===== config.mk =====
export PLATFORM = sky130hd
export DESIGN_NAME = conv_tile_sched
export DESIGN_NICKNAME = d
export VERILOG_FILES = /design/src/rtl/conv_sched_pkg.sv /design/src/rtl/sched_skid_buf.sv /design/src/rtl/conv_tile_sched.sv
export SDC_FILE = /design/constraint.sdc
export NUM_CORES = 1
export LEC_CHECK = 0
export ABC_AREA = 1
export BUFFER_PORTS_ARGS = -buffer_cell sky130_fd_sc_hd__buf_2
export CORE_UTILIZATION = 40
export CTS_CLUSTER_DIAMETER = 100
export DETAILED_ROUTE_END_ITERATION = 8
export GPL_TIMING_DRIVEN = 0
export PLACE_DENSITY_LB_ADDON = 0.1
export SYNTH_ARGS = -nofsm -noshare
export SYNTH_HDL_FRONTEND = slang
export SYNTH_HIERARCHICAL = 1
export SYNTH_SLANG_ARGS = --single-unit

===== constraint.sdc =====
create_clock -name clk -period 1.7 [get_ports clk]
set_input_delay 0.085 -clock clk [delete_from_list [all_inputs] [get_ports clk]]
set_output_delay 0.085 -clock clk [all_outputs]
set_load 0.02 [all_outputs]

===== src/rtl/conv_sched_pkg.sv =====
// Shared types and geometry for the conv tile scheduler: FSM states, word tags,
// control/status bit positions.
package conv_sched_pkg;

    localparam int unsigned TILE_NUM     = 30;
    localparam int unsigned TILE_WORDS   = 16;
    localparam int unsigned WGT_WORDS    = 9;
    localparam int unsigned OUT_PER_TILE = 4;
    localparam int unsigned ADDR_W       = 12;
    localparam int unsigned DATA_W       = 32;
    localparam int unsigned FP_W         = 16;
    localparam int unsigned CNT_W        = 5;
    localparam int unsigned TILE_W       = 5;
    localparam int unsigned RES_W        = 7;

    localparam logic [ADDR_W-1:0] WGT_BASE = 12'hFEF;

    localparam int unsigned START_BIT = 0;
    localparam int unsigned ABORT_BIT = 1;

    localparam int unsigned ST_BUSY_BIT = 0;
    localparam int unsigned ST_DONE_BIT = 1;
    localparam int unsigned ST_SERR_BIT = 2;
    localparam int unsigned ST_ABRT_BIT = 3;
    localparam int unsigned ST_TILE_LSB = 8;
    localparam int unsigned ST_RES_LSB  = 16;

    typedef enum logic [2:0] {
        IDLE    = 3'd0,
        LOAD_W  = 3'd1,
        LOAD_T  = 3'd2,
        WAIT_PE = 3'd3,
        FIN     = 3'd4
    } sched_state_e;

    // Kind of word travelling to the PE: weight vs ifmap, and last word of a tile
    typedef struct packed {
        logic wgt;
        logic last;
    } word_tag_t;

endpackage


===== src/rtl/sched_skid_buf.sv =====
// One-entry skid register holding a word and its tag while the PE stalls.
module sched_skid_buf
    import conv_sched_pkg::*;
(
    input  logic              clk,
    input  logic              rst,
    input  logic              flush_i,
    input  logic              load_i,
    input  logic              pop_i,
    input  logic [DATA_W-1:0] data_i,
    input  word_tag_t         tag_i,
    output logic              full_o,
    output logic [DATA_W-1:0] data_o,
    output word_tag_t         tag_o
);

    logic              full_q, full_d;
    logic [DATA_W-1:0] data_q, data_d;
    word_tag_t         tag_q, tag_d;

    always_comb begin
        full_d = full_q;
        data_d = data_q;
        tag_d  = tag_q;
        if (flush_i) begin
            full_d = 1'b0;
        end else if (load_i) begin
            full_d = 1'b1;
            data_d = data_i;
            tag_d  = tag_i;
        end else if (pop_i) begin
            full_d = 1'b0;
        end
    end

    always_ff @(posedge clk or posedge rst) begin
        if (rst) begin
            full_q <= 1'b0;
            data_q <= '0;
            tag_q  <= '0;
        end else begin
            full_q <= full_d;
            data_q <= data_d;
            tag_q  <= tag_d;
        end
    end

    assign full_o = full_q;
    assign data_o = data_q;
    assign tag_o  = tag_q;

endmodule


===== src/rtl/conv_tile_sched.sv =====
// Streams weights then 30 ifmap tiles from SRAM into the conv PE and collects results.
// Optional cycle counter on perf_cycles when SCHED_PERF_CNT_EN is defined.
module conv_tile_sched
    import conv_sched_pkg::*;
(
    input  logic              clk,
    input  logic              rst,
    input  logic              ctrl_wr,
    input  logic [31:0]       ctrl_wdata,
    output logic [31:0]       status,
    output logic              sram_rd_en,
    output logic [ADDR_W-1:0] sram_rd_addr,
    input  logic [DATA_W-1:0] sram_rd_data,
    output logic              pe_wgt_valid,
    output logic              pe_ifm_valid,
    output logic [DATA_W-1:0] pe_data,
    input  logic              pe_ready,
    output logic              pe_tile_last,
    input  logic              pe_out_valid,
    input  logic [FP_W-1:0]   pe_out_data,
    output logic [31:0]       ofmap_out,
    output logic              dout_valid,
    output logic              done,
    output logic              busy,
    output logic [31:0]       perf_cycles
);

    sched_state_e      state_q, state_d;
    logic [ADDR_W-1:0] addr_q, addr_d;
    logic [CNT_W-1:0]  iss_q, iss_d, wcnt_q, wcnt_d, tres_q, tres_d;
    logic [TILE_W-1:0] tile_q, tile_d;
    logic [RES_W-1:0]  rcnt_q, rcnt_d;
    logic              done_q, done_d, serr_q, serr_d, abrt_q, abrt_d;
    logic              infl_q, infl_d, dout_q, dout_d;
    word_tag_t         infl_tag_q, infl_tag_d;
    logic [FP_W-1:0]   ofmap_q, ofmap_d;

    logic              start_c, abort_c, flush_c, consume_c, valid_c;
    logic              skid_full_c;
    logic [DATA_W-1:0] skid_data_c;
    word_tag_t         skid_tag_c, cur_tag_c;
    logic              unused_c;

    assign unused_c = ^ctrl_wdata[31:2];
    assign start_c  = ctrl_wr & ctrl_wdata[START_BIT] & ~ctrl_wdata[ABORT_BIT];
    assign abort_c  = ctrl_wr & ctrl_wdata[ABORT_BIT];
    assign flush_c  = abort_c & (state_q != IDLE);

    // Issue only with a free skid slot; at most one word is ever in flight.
    assign sram_rd_en = pe_ready & ~skid_full_c & ~abort_c &
                        (((state_q == LOAD_W) && (iss_q < CNT_W'(WGT_WORDS))) ||
                         ((state_q == LOAD_T) && (iss_q < CNT_W'(TILE_WORDS))));
    assign sram_rd_addr = addr_q;

    assign valid_c      = skid_full_c | infl_q;
    assign cur_tag_c    = skid_full_c ? skid_tag_c : infl_tag_q;
    assign pe_data      = skid_full_c ? skid_data_c : (infl_q ? sram_rd_data : '0);
    assign pe_wgt_valid = valid_c & cur_tag_c.wgt;
    assign pe_ifm_valid = valid_c & ~cur_tag_c.wgt;
    assign pe_tile_last = pe_ifm_valid & cur_tag_c.last;
    assign consume_c    = valid_c & pe_ready;

    sched_skid_buf u_skid (
        .clk     (clk),
        .rst     (rst),
        .flush_i (flush_c),
        .load_i  (infl_q & ~pe_ready),
        .pop_i   (skid_full_c & pe_ready),
        .data_i  (sram_rd_data),
        .tag_i   (infl_tag_q),
        .full_o  (skid_full_c),
        .data_o  (skid_data_c),
        .tag_o   (skid_tag_c)
    );

    always_comb begin
        state_d    = state_q;
        addr_d     = addr_q;
        iss_d      = iss_q;
        wcnt_d     = wcnt_q;
        tres_d     = tres_q;
        tile_d     = tile_q;
        rcnt_d     = rcnt_q;
        done_d     = done_q;
        serr_d     = serr_q;
        abrt_d     = abrt_q;
        infl_d     = sram_rd_en;
        infl_tag_d = infl_tag_q;
        dout_d     = pe_out_valid;
        ofmap_d    = pe_out_valid ? pe_out_data : ofmap_q;

        // Results are forwarded and counted in every state
        if (pe_out_valid && (rcnt_q != {RES_W{1'b1}})) rcnt_d = rcnt_q + RES_W'(1);
        if (sram_rd_en) begin
            addr_d          = addr_q + ADDR_W'(1);
            iss_d           = iss_q + CNT_W'(1);
            infl_tag_d.wgt  = (state_q == LOAD_W);
            infl_tag_d.last = (state_q == LOAD_T) && (iss_q == CNT_W'(TILE_WORDS - 1));
        end
        if (consume_c) wcnt_d = wcnt_q + CNT_W'(1);

        case (state_q)
            IDLE: if (start_c) begin
                state_d = LOAD_W;
                addr_d  = WGT_BASE;
                iss_d   = '0;
                wcnt_d  = '0;
                tres_d  = '0;
                tile_d  = '0;
                rcnt_d  = '0;
                done_d  = 1'b0;
                serr_d  = 1'b0;
                abrt_d  = 1'b0;
            end
            LOAD_W: if (consume_c && (wcnt_q == CNT_W'(WGT_WORDS - 1))) begin
                state_d = LOAD_T;
                addr_d  = '0;
                iss_d   = '0;
                wcnt_d  = '0;
            end
            LOAD_T: if (consume_c && (wcnt_q == CNT_W'(TILE_WORDS - 1))) begin
                state_d = WAIT_PE;
                tres_d  = '0;
            end
            WAIT_PE: if (pe_out_valid) begin
                if (tres_q == CNT_W'(OUT_PER_TILE - 1)) begin
                    tres_d = '0;
                    if (tile_q == TILE_W'(TILE_NUM - 1)) begin
                        state_d = FIN;
                    end else begin
                        state_d = LOAD_T;
                        tile_d  = tile_q + TILE_W'(1);
                        iss_d   = '0;
                        wcnt_d  = '0;
                    end
                end else begin
                    tres_d = tres_q + CNT_W'(1);
                end
            end
            FIN: begin
                state_d = IDLE;
                done_d  = 1'b1;
            end
            default: state_d = IDLE;
        endcase

        if (state_q != IDLE) begin
            if (abort_c) begin
                state_d = IDLE;
                abrt_d  = 1'b1;
                done_d  = 1'b0;
                infl_d  = 1'b0;
            end else if (start_c) begin
                serr_d = 1'b1;
            end
        end
    end

    always_ff @(posedge clk or posedge rst) begin
        if (rst) begin
            state_q    <= IDLE;
            addr_q     <= '0;
            iss_q      <= '0;
            wcnt_q     <= '0;
            tres_q     <= '0;
            tile_q     <= '0;
            rcnt_q     <= '0;
            done_q     <= 1'b0;
            serr_q     <= 1'b0;
            abrt_q     <= 1'b0;
            infl_q     <= 1'b0;
            infl_tag_q <= '0;
            dout_q     <= 1'b0;
            ofmap_q    <= '0;
        end else begin
            state_q    <= state_d;
            addr_q     <= addr_d;
            iss_q      <= iss_d;
            wcnt_q     <= wcnt_d;
            tres_q     <= tres_d;
            tile_q     <= tile_d;
            rcnt_q     <= rcnt_d;
            done_q     <= done_d;
            serr_q     <= serr_d;
            abrt_q     <= abrt_d;
            infl_q     <= infl_d;
            infl_tag_q <= infl_tag_d;
            dout_q     <= dout_d;
            ofmap_q    <= ofmap_d;
        end
    end

    assign busy       = (state_q != IDLE);
    assign done       = done_q;
    assign dout_valid = dout_q;
    assign ofmap_out  = {16'h0, ofmap_q};

    always_comb begin
        status                            = '0;
        status[ST_BUSY_BIT]               = busy;
        status[ST_DONE_BIT]               = done_q;
        status[ST_SERR_BIT]               = serr_q;
        status[ST_ABRT_BIT]               = abrt_q;
        status[ST_TILE_LSB +: TILE_W]     = tile_q;
        status[ST_RES_LSB +: RES_W]       = rcnt_q;
    end

`ifdef SCHED_PERF_CNT_EN
    logic [31:0] perf_q;

    always_ff @(posedge clk or posedge rst) begin
        if (rst) begin
            perf_q <= '0;
        end else if ((state_q == IDLE) && start_c) begin
            perf_q <= '0;
        end else if (state_q != IDLE) begin
            perf_q <= perf_q + 32'(1);
        end
    end

    assign perf_cycles = perf_q;
`else
    assign perf_cycles = '0;
`endif

endmodule


Word-level counts from Yosys, hierarchy flattened. Cells that the tools add are included. Widths: inputs -> output; s select.

Add/subtract/negate cells: 6. $lt $le $gt $ge: 2. Equal/unequal tests: 15. Mux-type cells: 60. Bitwise gates (word level): 20. Reduce and logical (&&, ||, !) cells: 15.

Operators with widths (count): $mux 5 (19); $mux 32 (2); $pmux 5 s3 (3); $mux 12 (3); $mux 3 (8); $pmux 12 s2 (1); $mux 7 (3); $add 5x1->5 const B (4); $mux 1 (17); $eq 5x4->1 const B (3); $and 1x1->1 (13); $add 12x1->12 const B (1); $pmux 3 s4 (1); $pmux 5 s2 (1); $reduce_bool 3->1 (3); $ne 2x2->1 const B (4); $add 7x1->7 const B (1); $ne 7x7->1 const B (1); $eq 3x2->1 const B (2); $logic_and 1x1->1 (6); $not 1->1 (6); $eq 5x2->1 const B (1); $eq 5x5->1 const B (1); $lt 5x4->1 const B (1); 13 further kinds (13).

Register bits: 100. Bits of input ports: 85. Output and inout bits: 147. Word-level logic and storage cells: 137.

Logic depth before layout (Yosys ltp). Gate-level depths: netlist of the first run.

Depth after elaboration: 9. Depth in mapped cells: 11. Gate-level depth less buffers: 10.

By module. Netlist of the first run, hierarchy kept.

By module, submodules not included: conv_tile_sched (times used 1, cells an instance 616, area an instance 4476.8 um^2, sequential area each 1626.6 um^2); sched_skid_buf (times used 1, cells an instance 153, area an instance 1421.4 um^2, sequential area each 875.8 um^2).

Worst setup path after synthesis of the first run. Ideal clock, no wire load.

Kind: register to register. Start point: register rcnt_q[0]. End point: register rcnt_q[0]. Library setup time: 123 ps. Arrival time: 1425 ps. Slack: 152 ps. Cell stages (with the launch flop): 9. Cell sequence: dfrtp_1 > ha_1 > nand2_1 > nand3b_1 > nor2_1 > nor2_2 > inv_1 > o21ai_0 > a21oi_1.

Word-level cells in the longest chain between the ends: 5.

Ends and longest elaborated chain: start: declaration (line conv_tile_sched.sv:32) `logic [RES_W-1:0] rcnt_q, rcnt_d;`; start signal: assignment (line conv_tile_sched.sv:182) `rcnt_q <= rcnt_d;`; parallel branches: the longest is 2 deep, another holds $add 7x1->7; $mux 7 * (line conv_tile_sched.sv:93) `if (pe_out_valid && (rcnt_q != {RES_W{1'b1}})) rcnt_d = rcnt_q + RES_W'(1);`; $mux 7 (line conv_tile_sched.sv:103) `IDLE: if (start_c) begin`; $mux 7 * (line conv_tile_sched.sv:102) `case (state_q)`; via rcnt_d[0] (line conv_tile_sched.sv:32).

Mark *: on every way through the listed nets, which the timed path passes. A chain may end at the register's enable or synchronous reset.

Worst setup path after layout of the first run.
Start point: register u_skid.full_q, in the netlist u_skid/full_o. End point: output port sram_rd_en.

Word-level cells in the longest chain between the ends: 4.

Ends and longest elaborated chain: start: declaration (line sched_skid_buf.sv:17) `logic full_q, full_d;`; start signal: assignment (line sched_skid_buf.sv:42) `full_q <= full_d;`; $not 1->1 (line conv_tile_sched.sv:50) `assign sram_rd_en = pe_ready & ~skid_full_c & ~abort_c &`; $and 1x1->1 (3 in a row) (line conv_tile_sched.sv:50); end: declaration (line conv_tile_sched.sv:11) `output logic sram_rd_en,`.

No other way between the ends.

==> flow_summary.yaml, run 1 <==
status:
  status: "complete, no violations"
route:
  drtAntennaViolNets: 0
  wl_per_cell_um: 12.0
  num_vias: 5469
  routed_wl_mm: 14.7
  first_iter_violations: 272
  firstDrtPassIters: 4
  drc: 0
  vias_per_cell: 4.44
critical_path:
  crit_top_cell: "buf_4"
  cp_cell_sequence: "buf_4 > inv_8 > nand4_4 > a21oi_4 > buf_6 > buf_4"
  crit_path_top_delay_cell: "dfrtp_1"
  crit_fanout: 10
  end_kind: "primary output"
  cp_top_family: "buffers and inverters"
  crit_type: "register to primary output"
  cp_data_required_time_ns: 1.62
  worst_ep_arrival_time_ns: 1.60
  critPathBufInv: 4
  critPathMaxStageDelay_ns: 0.40
  cp-start-kind: "register"
place:
  gp_congestion: 0.828
  io_buffers: 137
  detailed_place_hpwl_mm: 10.5
die:
  design.core.area_mm2: 0.0145
  io_pins: 232
  start_util_pct: 40.7
  rows: 44
  die_h_um: 123
  dieArea_mm2: 0.0152
  die_w_um: 123
clock_network:
  cts_sinks: 100
  cts-root-buf: "clkbuf_16"
  cts_buffers: 9
  clock_path_buffers: 2
  cts_tree: "done"
  h-tree-depth: 3
  clk_latency_ns: 0.35
  path_clk_slew_ns: 0.07
global_routing:
  grt_pass1_wl_mm: 23.8
  overflow: 0
  grt_max_degree: 28
  antenna_found_initial: 0
  grt_usage_pct: 20.1
  first_global_vias: 4949
sta:
  fin_skew_ns: 0.00355
  finalSetupViolCount: 0
  timing.final.crit_share_pct: 99.2
  fmax_mhz: 593
  hold_viol: 0
  hold_ws_ns: 0.0655
  drv_slew: 0
  rsz0062_at_grt: "yes"
  slew_headroom_pct: 50.5
  post-route-min-period_ns: 1.69
  worst_pin_slew_ns: 0.742
synthesis:
  synth_top_family_by_area: "simple AND/OR/NAND/NOR gates"
  synth.distinct_cells: 42
  synth_mux_area_share_pct: 0
  syn_inst: 769
  synthXorXnorAreaFrac_pct: 2.08
  synthSimpleGateAreaFrac_pct: 33.0
  async_flop_share_pct: 100
  ys_seq_area_share_pct: 42.4
  synth-edff-count: 0
  ys_ff_latch: 100
  yosysWarnings: 6
  synth_flop_cell: "dfrtp_1"
  synth-compound-area-share_pct: 4.69
  yosys.area_share.adder_pct: 2.12
  avgSynthCellArea_um2: 7.67
  syn_area_mm2: 0.00590
final_layout:
  mostFrequentLayoutCells: "265 x nand2_1, 145 x buf_2, 99 x dfrtp_1"
  final_nets: 1138
  area_growth_pct: 37.2
  drive_gt1_share_pct: 29.2
  final_util_pct: 55.9
  mostFrequentLayoutCell: "nand2_1"
  nFillCells: 1416
  diodes: 0
pwr:
  power_density_mw_per_mm2: 1320
  power_mw: 10.7
  p_leak_nw: 4.54
  ir_drop_mv: 0.781
job:
  cap_violations: 0
hold_path:
  hold_class: "input pin to register"
## registers in the layout, summed over array words and instances (netlist names), 3 cells and up
signal / cells
u_skid/data_o: 32
ofmap_q: 16
wcnt_q: 5
state_q: 3
tres_q: 5
tile_q: 5
iss_q: 5
sram_rd_addr: 12
rcnt_q: 7
## metrics by stage
stage / setup TNS, ns / cell area [um^2] / instances / worst slack (ns)
final: 0 / 8090 / 1232 / 0.0132
after global routing: -1.41 / 8090 / 1232 / -0.0813
after detailed placement: -2.03 / 7120 / 1156 / -0.0940
after global placement: -0.986 / 7050 / 1153 / -0.0474
after floorplan: 0 / 6140 / 832 / 0.152
after CTS: -0.00254 / 8010 / 1229 / -0.00254
## report_power, final
part / internal (mW) / total [mW] / leakage (nW) / switching, mW
Combinational: 1.86 / 5.00 / 3.16 / 3.14
Sequential: 3.13 / 3.71 / 1.25 / 0.584
Clock: 1.05 / 1.98 / 0.137 / 0.937
Total: 6.04 / 10.7 / 4.54 / 4.66
## final cells by class
type	count	area [um^2]	share of cell area (%)
tap	184	230	2.85
multi-input combinational	580	2760	34.1
timing repair buffer	200	1340	16.6
inverter	55	236	2.92
sequential	100	2500	30.9
clock inverter	6	48.8	0.603
buffer	97	732	9.05
clock buffer	10	239	2.95
## cells by family after synthesis
kind of cell	after synthesis
adder cells (fa/ha/maj)	10
flip-flops	100
XOR/XNOR	14
buffers and inverters	152
AND/OR/NAND/NOR	448
other	1
AO/OA/AOI/OAI	44
## metal layers
layer  GRT usage (%)  vias to the layer above  share of wire (%)
met5               0                        -                  0
met4            7.76                        0                1.7
met3            3.18                       18                4.9
met2            33.8                      143                 47
met1            25.8                     2451                 46
li1                -                     2857                  -
## cell usage after synthesis (all sizes together) (3+ instances only)
cell type,instances,area share (%)
a21oi,10,1.1
nand2,273,18
dfrtp,100,42
o21ai,21,2.0
xor2,12,1.8
ha,10,2.1
nor3,8,0.68
nand3,97,8.2
nor2,55,4.2
a31oi,3,0.32
a211oi,3,0.38
buf,92,12
clkbuf,5,0.32
inv,55,3.8
nand4,9,1.2
## tightest hold or removal path: cells and delay by family
family / cells / cell delay [ns]
AO/OA/AOI/OAI: 1 / 0.11
AND/OR/NAND/NOR: 2 / 0.10
buffers and inverters: 1 / 0.09
## timing repair
action | CTS | global route
gates cloned | 0 | 0
hold buffers | 51 | 0
hold endpoints to repair | 80 | 0
endpoints found under the setup margin | 76 | 97
setup buffers | 6 | 3
pin swaps | 2 | 1
gates resized for setup | 22 | 24
## final timing paths
kind	from	to	slack (ns)	depth (start not counted)
max	u_skid/full_o	sram_rd_en	0.01	6
min reg2reg	u_skid/data_o[11]	u_skid/data_o[11]	0.47	2
min in group asynchronous	rst	tile_q[1]	0.27	3
max reg2reg	state_q[2]	tres_q[3]	0.06	7
max in group asynchronous	rst	u_skid/data_o[2]	0.72	4
min	ctrl_wdata[1]	serr_q	0.07	4
Note: power is estimated with default switching activity, not from simulation.
==> run 2: changes to the inputs <==
Settings changed: PLACE_DENSITY_LB_ADDON 0.1 to 0.12.
==> run 2 against run 1 <==
Compared with the run above:
- fmax shrank 0.75%
- final area shrank 0.96%
- critical endpoint unchanged
- count of clock-buffer cells in the layout is the same
- first-iteration DRC count shrank 5.5%
==> flow_summary.yaml, run 2 (synthesized netlist as in run 1, its figures left out) <==
status:
  status: "complete, no violations"
hold_path:
  hold_class: "input pin to register"
critical_path:
  cp_data_required_time_ns: 1.62
  worst_ep_arrival_time_ns: 1.61
  crit_fanout: 5
  end_kind: "primary output"
  cp-start-kind: "register"
  crit_type: "register to primary output"
  reg2reg_slack_ns: 0.08
die:
  rows: 44
  dieArea_mm2: 0.0152
  design.core.area_mm2: 0.0145
  die_h_um: 123
  start_util_pct: 40.7
  io_pins: 232
  die_w_um: 123
sta:
  rsz0062_at_grt: "yes"
  timing.final.crit_share_pct: 100
  drv_slew: 0
  post-route-min-period_ns: 1.70
  worst_pin_slew_ns: 0.650
  fin_tns_setup_ns: 0
  fmax_mhz: 588
  slew_headroom_pct: 56.6
  finalSetupViolCount: 0
  fin_skew_ns: 0.00739
  hold_ws_ns: 0.0140
  hold_viol: 0
pwr:
  power_density_mw_per_mm2: 1360
  power_mw: 10.9
  ir_drop_mv: 0.736
  p_leak_nw: 4.52
final_layout:
  final_util_pct: 55.3
  mostFrequentLayoutCells: "266 x nand2_1, 146 x buf_2, 100 x dfrtp_1"
  largest_reg_flops: 32
  nFillCells: 1374
  drive_gt1_share_pct: 28.6
  area_growth_pct: 35.9
  final_nets: 1129
  diodes: 0
  fin_cells: 1223
  mostFrequentLayoutCell: "nand2_1"
clock_network:
  cts_buffers: 9
  clk_latency_ns: 0.34
  cts-root-buf: "clkbuf_16"
  clock_path_buffers: 2
  path_clk_slew_ns: 0.07
  cts_sinks: 100
  cts_tree: "done"
  h-tree-depth: 3
place:
  place_inst: 1156
  io_buffers: 137
  gp_congestion: 0.858
  detailed_place_hpwl_mm: 10.4
route:
  drc: 0
  drtAntennaViolNets: 0
  first_iter_violations: 257
  num_vias: 5527
  firstDrtPassIters: 4
  routed_wl_mm: 14.5
  wl_per_cell_um: 11.9
  vias_per_cell: 4.52
global_routing:
  use_met2_pct: 32.9
  grt_usage_pct: 19.5
  met3_usage_pct: 3.27
  gr-max-usage-layer: "met2"
  antenna_found_initial: 0
  grt_pass1_wl_mm: 23.2
  overflow: 0
  first_global_vias: 4817
  met1_usage_pct: 25.4
  grt_max_degree: 28
job:
  cap_violations: 0
-- run 2: final timing paths --
| kind | start | to | cells past startpoint |
|---|---|---|---|
| hold / removal | sram_rd_data[13] | u_skid/data_o[13] | 3 |
| min in group asynchronous | rst | tile_q[1] | 3 |
| hold reg to reg | ofmap_q[2] | ofmap_q[2] | 2 |
| setup reg to reg | wcnt_q[0] | sram_rd_addr[8] | 8 |
| setup / recovery | state_q[0] | sram_rd_en | 7 |
| max in group asynchronous | rst | u_skid/data_o[21] | 4 |
-- run 2: worst max-delay path: stages (launching register included) --
cell and delay (ns):
dfrtp_1 0.42, nor2_4 0.19, inv_2 0.06, nor2_4 0.14, inv_4 0.07, a21oi_4 0.13
buf_6 0.12, buf_4 0.13
-- run 2: layer usage --
metal	share of wire (%)	vias to the layer above	wire [um]
met4	0.95	0	138
met5	0	-	0
met3	5.1	11	740
met2	48	176	7030
li1	-	2847	-
met1	46	2493	6630
-- run 2: layout make-up --
| class | count | area, um^2 | area share, % |
|---|---|---|---|
| Clock buffer | 10 | 239 | 2.98 |
| Inverter | 55 | 228 | 2.84 |
| Timing Repair Buffer | 191 | 1260 | 15.7 |
| Multi-Input combinational cell | 580 | 2750 | 34.3 |
| Clock inverter | 6 | 86.3 | 1.08 |
| Tap cell | 184 | 230 | 2.87 |
| Sequential cell | 100 | 2500 | 31.2 |
| Buffer | 97 | 719 | 8.98 |
-- run 2: power by group --
part	switching, mW	internal, mW
registers	0.584	3.13
logic	3.12	1.80
clock network	0.901	1.33
-- run 2: timing repair --
item                       4_1_cts  5_1_grt
setup endpoints to repair       72       76
hold buffers                    45        0
hold endpoints to repair        70        0
pin swaps                        2        1
gates resized for setup         17       17
buffers inserted                 4        2
-- run 2: per-stage QoR --
step / instance area (um^2) / worst slack, ns
floorplan: 6140 / 0.152
global placement: 7050 / -0.0263
detailed placement: 7120 / -0.0392
CTS: 7960 / 0.00648
global route: 8010 / -0.0862
finish: 8010 / 0.000398
==> run 3: changes to the inputs <==
--- a/config.mk
+++ b/config.mk
@@ -13,4 +13,5 @@
 export GPL_TIMING_DRIVEN = 0
 export PLACE_DENSITY_LB_ADDON = 0.12
+export RECOVER_POWER = 25
 export SYNTH_ARGS = -nofsm -noshare
 export SYNTH_HDL_FRONTEND = slang
==> constraint.sdc (replaced) <==
create_clock -name clk -period 1.7 [get_ports clk]
set_input_delay 0 -clock clk [delete_from_list [all_inputs] [get_ports clk]]
set_output_delay 0 -clock clk [all_outputs]
set_load 0.02 [all_outputs]
==> run 3 against run 2 <==
Compared with the run above:
- sequential share of layout area shrank 0.34 points
- final area grew 1.1%
- worst setup slack gained 0.074 ns
- wire length grew 1.5%
- non-clock buffer count grew 15
==> flow_summary.yaml, run 3 (synthesized netlist as in run 1, its figures left out) <==
sta:
  hold_viol: 0
  fin_tns_setup_ns: 0
  hold_ws_ns: 0.0430
  fin_ws_ns: 0.0741
  rsz0062_at_grt: "yes"
  timing.final.crit_share_pct: 95.6
  worst_pin_slew_ns: 0.813
  finalSetupViolCount: 0
  drv_slew: 0
  fmax_mhz: 615
  post-route-min-period_ns: 1.63
  fin_skew_ns: 0.00988
  slew_headroom_pct: 45.8
clock_network:
  h-tree-depth: 3
  cts_tree: "done"
  cts_sinks: 100
  path_clk_slew_ns: 0.08
  clk_latency_ns: 0.35
  clock_path_buffers: 2
  cts_buffers: 9
  cts-root-buf: "clkbuf_16"
global_routing:
  overflow: 0
  antenna_found_initial: 0
  first_global_vias: 5073
  grt_usage_pct: 20.2
  grt_pass1_wl_mm: 24.1
  grt_max_degree: 66
route:
  drtAntennaViolNets: 0
  firstDrtPassIters: 4
  routed_wl_mm: 14.8
  num_vias: 5539
  vias_per_cell: 4.47
  drc: 0
  first_iter_violations: 249
  wl_per_cell_um: 11.9
final_layout:
  area_growth_pct: 37.4
  mostFrequentLayoutCell: "nand2_1"
  final_nets: 1145
  diodes: 0
  largest_reg_flops: 32
  postLayoutCellArea_mm2: 0.00810
  final_util_pct: 56.0
  drive_gt1_share_pct: 26.9
  fin_cells: 1239
  nFillCells: 1417
  mostFrequentLayoutCells: "263 x nand2_1, 115 x buf_2, 99 x dfrtp_1"
die:
  io_pins: 232
  dieArea_mm2: 0.0152
  rows: 44
  design.core.area_mm2: 0.0145
  die_h_um: 123
  start_util_pct: 40.7
  die_w_um: 123
critical_path:
  cp_cell_sequence: "nor2_4 > inv_2 > nor2_4 > inv_2 > a21oi_4 > buf_6 > buf_4"
  worst_ep_arrival_time_ns: 1.63
  crit_path_top_delay_cell: "dfrtp_1"
  cp-start-kind: "register"
  worst-path-stages: 7
  crit_fanout: 5
  reg2reg_slack_ns: 0.09
  timing.rr.end: "sram_rd_addr[8]"
  reg2reg_depth: 10
  cp_data_required_time_ns: 1.70
  end_kind: "primary output"
  cp_top_family: "flip-flops"
  critPathBufInv: 4
  crit_type: "register to primary output"
  critPathMaxStageDelay_ns: 0.42
  worstReg2RegStart: "state_q[2]"
pwr:
  ir_drop_mv: 0.738
  power_mw: 11.1
  p_int_mw: 6.37
  swShare_pct: 42.8
  p_switching_mw: 4.76
  p_clk_share_pct: 20.8
  power_density_mw_per_mm2: 1370
  combPwrFrac_pct: 45.8
  p_seq_share_pct: 33.4
  p_leak_nw: 4.49
place:
  place_ws_ns: -0.0598
  place_inst: 1153
  placedInstanceArea_mm2: 0.00705
  detailed_place_hpwl_mm: 10.1
  gp_congestion: 0.800
  io_buffers: 137
job:
  cap_violations: 0
hold_path:
  hold_path_end: "infl_q"
  worstHoldStart: "pe_ready"
  hold_path_depth: 3
  hold_class: "input pin to register"
status:
  status: "complete, no violations"
run 3: changes by cell type in the layout (fill, tap and decap cells not counted), moves of 3 or more:
cell,delta
clkbuf_1,+31
dlygate4sd3_1,+7
buf_2,-31
nor2_2,+3
nor2_1,-4
nand2_2,+3
clkbuf_2,+3
buf_4,+10
nand2_1,-3
run 3: what timing repair did:
action / CTS / global route
endpoints found under the setup margin: 70 / 84
pin swaps: 2 / 3
cloned: 0 / 1
buffers inserted: 4 / 13
hold buffers: 52 / 0
gates resized for setup: 15 / 22
endpoints found under the hold margin: 150 / 0
run 3: tightest hold or removal path, cell delays in order:
cell and delay, ns:
buf_2 0.14, nand4_4 0.14, a21oi_1 0.06
run 3: layout make-up:
type                    count  area (um^2)  area share (%)
multi-input cells         581         2800            34.6
clock inverters             6         95.1            1.17
plain buffers              97          711            8.77
repair buffers            206         1300            16.0
flip-flops and latches    100         2500            30.9
clock buffers              10          239            2.95
well taps                 184          230            2.84
inverters                  55          226            2.79
run 3: routing by layer:
layer,vias up,global-route usage [%],part of all wire [%]
met5,-,0,0
met3,11,3.09,4.6
met1,2511,26.5,47
li1,2875,-,-
met4,0,6.85,1.3
met2,142,33.9,47
run 3: power by group through the flow:
stage	Sequential, mW	Combinational (mW)	Clock, mW
floorplan	3.94	3.15	0
global placement	3.74	4.62	0
detailed placement	3.74	4.67	0
CTS	3.71	4.87	2.37
global route	3.83	5.73	2.48
finish	3.72	5.10	2.32
run 3: worst max-delay path by stage:
stage / slack [ns] / to / startpoint
after CTS: 0.02 / pe_data[4] / u_skid/full_o
after global routing: -0.05 / rcnt_q[0] / rcnt_q[0]
after floorplan: 0.07 / abrt_q / rst
after detailed placement: -0.06 / iss_q[3] / tile_q[1]
after global placement: -0.90 / sram_rd_addr[10] / rst
final: 0.07 / sram_rd_en / state_q[2]
